## src/rtl/magic_backend_types.sv

```systemverilog
// Shared backend types: branch condition/kind encodings and the branch unit's pipeline payloads.
package magic_backend_types;

  localparam int XLEN = 32;

  typedef enum logic [2:0] {
    beq  = 3'b000,
    bne  = 3'b001,
    blt  = 3'b100,
    bge  = 3'b101,
    bltu = 3'b110,
    bgeu = 3'b111
  } br_ops;

  typedef enum logic [1:0] {
    BR_COND = 2'd0,
    BR_JAL  = 2'd1,
    BR_JALR = 2'd2
  } br_kind_t;

  // Tags live outside these structs so the unit's tag widths stay parameterisable.
  typedef struct packed {
    br_kind_t          kind;
    br_ops             op;
    logic [XLEN-1:0]   rs1;
    logic [XLEN-1:0]   rs2;
    logic [XLEN-1:0]   pc;
    logic [XLEN-1:0]   imm;
    logic              pred_taken;
    logic [XLEN-1:0]   pred_target;
  } br_s1_t;

  typedef struct packed {
    logic              taken;
    logic              mispredict;
    logic [XLEN-1:0]   target;
    logic [XLEN-1:0]   data;
  } br_s2_t;

  function automatic logic [XLEN-1:0] link_addr(input logic [XLEN-1:0] pc);
    return pc + 32'd4;
  endfunction

endpackage

```

## src/rtl/branch_check.sv

```systemverilog
// Branch condition evaluator: combinational compare of two operands under a br_ops condition.
module branch_check
  import magic_backend_types::*;
(
  input  logic [XLEN-1:0] rs1_i,
  input  logic [XLEN-1:0] rs2_i,
  input  br_ops           op_i,
  output logic            br_en_o
);

  always_comb begin
    br_en_o = 1'b0;
    case (op_i)
      beq:     br_en_o = (rs1_i == rs2_i);
      bne:     br_en_o = (rs1_i != rs2_i);
      blt:     br_en_o = ($signed(rs1_i) <  $signed(rs2_i));
      bge:     br_en_o = ($signed(rs1_i) >= $signed(rs2_i));
      bltu:    br_en_o = (rs1_i <  rs2_i);
      bgeu:    br_en_o = (rs1_i >= rs2_i);
      default: br_en_o = 1'b0;
    endcase
  end

endmodule

```

## src/rtl/branch_unit.sv

```systemverilog
// Branch unit: issue -> S1 (operands) -> S2 (resolved result) -> CDB, 2-cycle minimum latency, 1 op/cycle.
// S2 holds until granted; issue_ready drops only when both stages are full and the CDB does not grant.
module branch_unit
  import magic_backend_types::*;
#(
  parameter int ROB_IDX_W = 5,
  parameter int PREG_W    = 6
) (
  input  logic                 clk,
  input  logic                 rst,
  input  logic                 flush,
  input  logic                 issue_valid,
  output logic                 issue_ready,
  input  br_kind_t             issue_kind,
  input  br_ops                issue_br_op,
  input  logic [XLEN-1:0]      issue_rs1_v,
  input  logic [XLEN-1:0]      issue_rs2_v,
  input  logic [XLEN-1:0]      issue_pc,
  input  logic [XLEN-1:0]      issue_imm,
  input  logic                 issue_pred_taken,
  input  logic [XLEN-1:0]      issue_pred_target,
  input  logic [ROB_IDX_W-1:0] issue_rob_idx,
  input  logic [PREG_W-1:0]    issue_pd,
  output logic                 cdb_valid,
  input  logic                 cdb_ready,
  output logic [ROB_IDX_W-1:0] cdb_rob_idx,
  output logic [PREG_W-1:0]    cdb_pd,
  output logic [XLEN-1:0]      cdb_data,
  output logic                 cdb_taken,
  output logic [XLEN-1:0]      cdb_target,
  output logic                 cdb_mispredict
);

  br_s1_t                s1_q, s1_d;
  br_s2_t                s2_q, s2_d;
  logic                  s1_valid_q, s1_valid_d;
  logic                  s2_valid_q, s2_valid_d;
  logic [ROB_IDX_W-1:0]  s1_rob_q, s2_rob_q;
  logic [PREG_W-1:0]     s1_pd_q, s2_pd_q;

  logic                  s2_adv;
  logic                  s1_load;
  logic                  s2_load;
  logic                  cond_taken;
  logic                  taken;
  logic [XLEN-1:0]       jump_tgt;
  logic [XLEN-1:0]       next_pc;

  assign s2_adv      = !s2_valid_q || cdb_ready;
  assign issue_ready = !s1_valid_q || s2_adv;
  assign s1_load     = issue_valid && issue_ready && !flush;
  assign s2_load     = s2_adv && s1_valid_q;

  always_comb begin
    s1_d             = '0;
    s1_d.kind        = issue_kind;
    s1_d.op          = issue_br_op;
    s1_d.rs1         = issue_rs1_v;
    s1_d.rs2         = issue_rs2_v;
    s1_d.pc          = issue_pc;
    s1_d.imm         = issue_imm;
    s1_d.pred_taken  = issue_pred_taken;
    s1_d.pred_target = issue_pred_target;
  end

  branch_check u_branch_check (
    .rs1_i   (s1_q.rs1),
    .rs2_i   (s1_q.rs2),
    .op_i    (s1_q.op),
    .br_en_o (cond_taken)
  );

  // Resolution from S1 contents; JALR clears bit 0 of the computed address.
  always_comb begin
    taken    = (s1_q.kind == BR_COND) ? cond_taken : 1'b1;
    jump_tgt = (s1_q.kind == BR_JALR) ? ((s1_q.rs1 + s1_q.imm) & ~32'h1)
                                      : (s1_q.pc + s1_q.imm);
    next_pc  = taken ? jump_tgt : link_addr(s1_q.pc);

    s2_d            = '0;
    s2_d.taken      = taken;
    s2_d.target     = next_pc;
    s2_d.data       = (s1_q.kind == BR_COND) ? '0 : link_addr(s1_q.pc);
    s2_d.mispredict = (taken != s1_q.pred_taken) ||
                      (taken && (next_pc != s1_q.pred_target));
  end

  always_comb begin
    s1_valid_d = s1_valid_q;
    s2_valid_d = s2_valid_q;
    if (s2_adv) begin
      s2_valid_d = s1_valid_q;
    end
    if (issue_ready) begin
      s1_valid_d = issue_valid;
    end
    if (flush) begin
      s1_valid_d = 1'b0;
      s2_valid_d = 1'b0;
    end
  end

  always_ff @(posedge clk or posedge rst) begin
    if (rst) begin
      s1_valid_q <= 1'b0;
      s2_valid_q <= 1'b0;
      s1_q       <= '0;
      s2_q       <= '0;
      s1_rob_q   <= '0;
      s2_rob_q   <= '0;
      s1_pd_q    <= '0;
      s2_pd_q    <= '0;
    end else begin
      s1_valid_q <= s1_valid_d;
      s2_valid_q <= s2_valid_d;
      if (s1_load) begin
        s1_q     <= s1_d;
        s1_rob_q <= issue_rob_idx;
        s1_pd_q  <= issue_pd;
      end
      if (s2_load) begin
        s2_q     <= s2_d;
        s2_rob_q <= s1_rob_q;
        s2_pd_q  <= s1_pd_q;
      end
    end
  end

  // Outputs are forced to zero whenever nothing valid is presented.
  assign cdb_valid      = s2_valid_q;
  assign cdb_rob_idx    = s2_valid_q ? s2_rob_q        : '0;
  assign cdb_pd         = s2_valid_q ? s2_pd_q         : '0;
  assign cdb_data       = s2_valid_q ? s2_q.data       : '0;
  assign cdb_taken      = s2_valid_q & s2_q.taken;
  assign cdb_target     = s2_valid_q ? s2_q.target     : '0;
  assign cdb_mispredict = s2_valid_q & s2_q.mispredict;

endmodule

```

## config.mk

```make
export PLATFORM = sky130hd
export DESIGN_NAME = branch_unit
export DESIGN_NICKNAME = d
export VERILOG_FILES = /design/src/rtl/magic_backend_types.sv /design/src/rtl/branch_check.sv /design/src/rtl/branch_unit.sv
export SDC_FILE = /design/constraint.sdc
export NUM_CORES = 1
export LEC_CHECK = 0
export CAP_MARGIN = 0
export CORE_MARGIN = 8
export CORE_UTILIZATION = 50
export CTS_CLUSTER_SIZE = 16
export DETAILED_ROUTE_END_ITERATION = 8
export PLACE_DENSITY = 0.76
export SYNTH_ARGS = -nofsm -noshare
export SYNTH_HDL_FRONTEND = slang
export SYNTH_SLANG_ARGS = --single-unit
```

## constraint.sdc

```tcl
create_clock -name clk -period 23.9 [get_ports clk]
set_input_delay 3.585 -clock clk [delete_from_list [all_inputs] [get_ports clk]]
set_output_delay 3.585 -clock clk [all_outputs]
set_load 0.05 [all_outputs]
```

==> flow_metrics.tcl <==
set metrics [dict create \
    outcome "completed" \
    numCtsBuffers 28 \
    worstPathArrival_ns 5.06 \
    whs_ns 0.4668 \
    cts.path.max_buffers 3 \
    clkLatencyLatePin_ns 0.56 \
    vias_per_cell 5.717 \
    critPathLaunch "cdb_ready" \
    clock.fmax_mhz 115.7 \
    dieHeight_um 193.9 \
    core_sq_um 31390 \
    final.setup.tns_ns 0 \
    layout_commonest_cell "clkdlybuf4s50_1" \
    cts_resized 0 \
    drive_gt1_frac 0.1479 \
    clk_pin_slew_ns 0.06 \
    synth_flop_cell "dfrtp_1" \
    synth.avg_cell_area_sq_um 9.942 \
    finalHoldViolCount 0 \
    routed.top_layer "met4" \
    period_minus_slack_ns 8.642 \
    wirelength_um 44590 \
    fp.dieW_um 193.9 \
    worstMarginPinSlew_ns 1.062 \
    vdd_ir_drop_max_mv 0.05803 \
    grt_pass1_vias 13040 \
    start_util 0.5042 \
    crit-reg2reg-capture "s2_q[64]$_DFFE_PP0P_" \
    track_usage 0.2301 \
    p_per_area_nw_per_um2 89.29 \
    cts_setup_buffers 0 \
    drt_iter0_drc 892 \
    finalNonFillerCells 2257 \
    syn_inst 1592 \
    dp_hpwl_um 33990 \
    yosysUniqueCellTypes 73 \
    cp_num_buf_inv 2 \
    dr.pass1.iters 5 \
    cp-end-kind "output port" \
    max_slew_margin 0.2920 \
    regArea_sq_um 6406 \
    wl_met3_um 3164 \
    rsz0062_at_grt "false" \
    synth_edf_count 0 \
    mostFrequentLayoutCells "260 x clkdlybuf4s50_1, 256 x dfrtp_1, 199 x mux2_2" \
    io_buffer_count 260 \
    ys_warn_count 0 \
    wl_per_cell_um 19.75 \
    syn_to_final_growth_pct 25.04 \
    pin_count 261 \
    grt_first_pass_wirelength_um 70620 \
    crit_chain "clkdlybuf4s50_1 -> nor2b_1 -> nand2_1 -> clkdlybuf4s50_1" \
    cp_max_fo 4 \
    rows 65 \
    cap_violations 0 \
    drtAntennaViolNets 0 \
    grt_overflow_total 0 \
    slowest_delay_ns 0.72 \
    multi_input_area_sq_um 8997 \
    cts_tree "yes" \
    crit_required_ns 20.32 \
    antenna_found_initial 2 \
    num_vias 12900 \
    die_area_sq_um 37610 \
    cp_slowest_cell "clkdlybuf4s50_1" \
    p_total_mw 1.767 \
    met2_length_um 19790 \
    htree_levels 1 \
    crit_end "issue_ready" \
    crit_top_cell "clkdlybuf4s50_1" \
    setup_viol 0 \
    remaining_drc_errors 0 \
    reg2reg_depth 15 \
    worstReg2RegStart "s1_q[160]$_DFFE_PP0P_" \
    min_path_type "flip-flop to flip-flop" \
    synth-seq-cells 256 \
    worstSetupPathType "input port to output port" \
    yosysSeqAreaShare 0.4047 \
    clock_skew_ns 0.02701 \
    fillCellCount 2601 \
    power_leakage_nw 8.443 \
    met1Wirelength_um 20560 \
    dp_cells 2204 \
    ctsHoldBuffers 0 \
    ys_async_sr_fraction 1.000 \
    grt_max_degree 107 \
    regToRegSetupSlack_ns 18.65 \
    cts_root_buf "clkbuf_16" \
    worstSetupStartpointType "input port" \
    syn_nets 1870 \
    slew_viol_final 0 \
    syn_area_sq_um 15830 \
    crit_cells 4 \
    gp_congestion 0.8747 \
    clock-sinks 256 \
    min_period_over_period 0.3616 \
    nets 2110 \
    crit_family "buffers and inverters" \
]
## metal layers
layer  vias up  GRT usage
li1       6221          -
met1      6183     0.3222
met2       435     0.3610
met3        64    0.04391
met4         0    0.06252
met5         -          0
## state kept, by name (all words and copies together) (netlist names)
register / cells
s1_q: 166
s2_q: 66
s1_pd_q: 6
s2_pd_q: 6
s1_rob_q: 5
s2_rob_q: 5
cdb_valid: 1
s1_valid_q: 1
## layout make-up
type | instances | share of cell area
flip-flops and latches | 256 | 0.3237
multi-input cells | 1223 | 0.4546
well taps | 402 | 0.02542
repair buffers | 271 | 0.1357
clock inverters | 6 | 0.007840
inverters | 52 | 0.01024
clock buffers | 45 | 0.04223
diodes | 2 | 0.0002529
## per-stage QoR
step | setup slack (ns) | util | instance area (sq um)
4_1_cts | 15.26 | 0.6303 | 19790
5_1_grt | 15.19 | 0.6304 | 19790
3_5_place_dp | 15.26 | 0.5987 | 18790
6_report | 15.26 | 0.6304 | 19790
2_1_floorplan | 13.27 | - | 15830
3_3_place_gp | 15.27 | 0.5987 | 18790
## worst register-to-register path: cells and delay by family, from the launching register on
| family | cells | cell delay [ns] |
|---|---|---|
| flip-flops | 1 | 0.43 |
| AND/OR/NAND/NOR | 7 | 2.56 |
| XOR/XNOR | 1 | 0.19 |
| multiplexers | 1 | 0.36 |
| adder cells (fa/ha/maj) | 1 | 0.40 |
| AO/OA/AOI/OAI | 4 | 0.80 |
| buffers and inverters | 1 | 0.39 |
## kinds of logic (layout without fill, tap and decap cells)
kind of cell | Yosys count | in the layout | share of synthesized area
AOI/OAI and AO/OA | 358 | 358 | 0.1432
xor gates and xnor gates | 94 | 94 | 0.05202
adders and majority gates | 96 | 96 | 0.07684
buffers and inverters | 113 | 374 | 0.02759
DFF | 256 | 256 | 0.4047
muxes | 214 | 214 | 0.1511
other | 0 | 2 | 0
and+or+nand+nor | 461 | 461 | 0.1445
## Yosys cell counts, drive strengths merged (8+ instances only)
library cell / n / area [sq um]
dfrtp: 256 / 6406
mux2: 200 / 2252
nand2: 139 / 521.8
o21ai: 117 / 585.6
ha: 94 / 1176
nor2: 91 / 344.1
a21oi: 88 / 455.4
and2: 88 / 550.5
xnor2: 55 / 481.7
inv: 52 / 195.2
clkbuf: 49 / 183.9
xor2: 39 / 341.6
nand3: 28 / 140.1
nor3: 22 / 110.1
a211oi: 20 / 155.1
a21o: 20 / 150.1
nand4: 20 / 125.1
o211ai: 17 / 132.6
mux2i: 14 / 140.1
buf: 12 / 57.56
or3: 12 / 75.07
nor4: 11 / 68.82
o21bai: 10 / 75.07
or2: 10 / 62.57
a31oi: 9 / 56.30
o31ai: 9 / 67.56
and3: 8 / 50.05
## worst min-delay path by stage
| stage | from | to | slack [ns] | cells past startpoint |
|---|---|---|---|---|
| 3_5_place_dp | s2_q[51]$_DFFE_PP0P_ | s2_q[51]$_DFFE_PP0P_ | 0.46 | 1 |
| 2_1_floorplan | s2_q[2]$_DFFE_PP0P_ | s2_q[2]$_DFFE_PP0P_ | 0.44 | 2 |
| 4_1_cts | s2_q[62]$_DFFE_PP0P_ | s2_q[62]$_DFFE_PP0P_ | 0.48 | 1 |
| 6_report | s2_q[62]$_DFFE_PP0P_ | s2_q[62]$_DFFE_PP0P_ | 0.47 | 1 |
| 3_3_place_gp | s2_q[51]$_DFFE_PP0P_ | s2_q[51]$_DFFE_PP0P_ | 0.45 | 1 |
| 5_1_grt | s2_q[18]$_DFFE_PP0P_ | s2_q[18]$_DFFE_PP0P_ | 0.50 | 2 |
## power by group
part | internal, mW | switching [mW]
logic | 0.305 | 0.402
registers | 0.522 | 0.0715
clock network | 0.291 | 0.176
(Power assumes the default switching activity.)
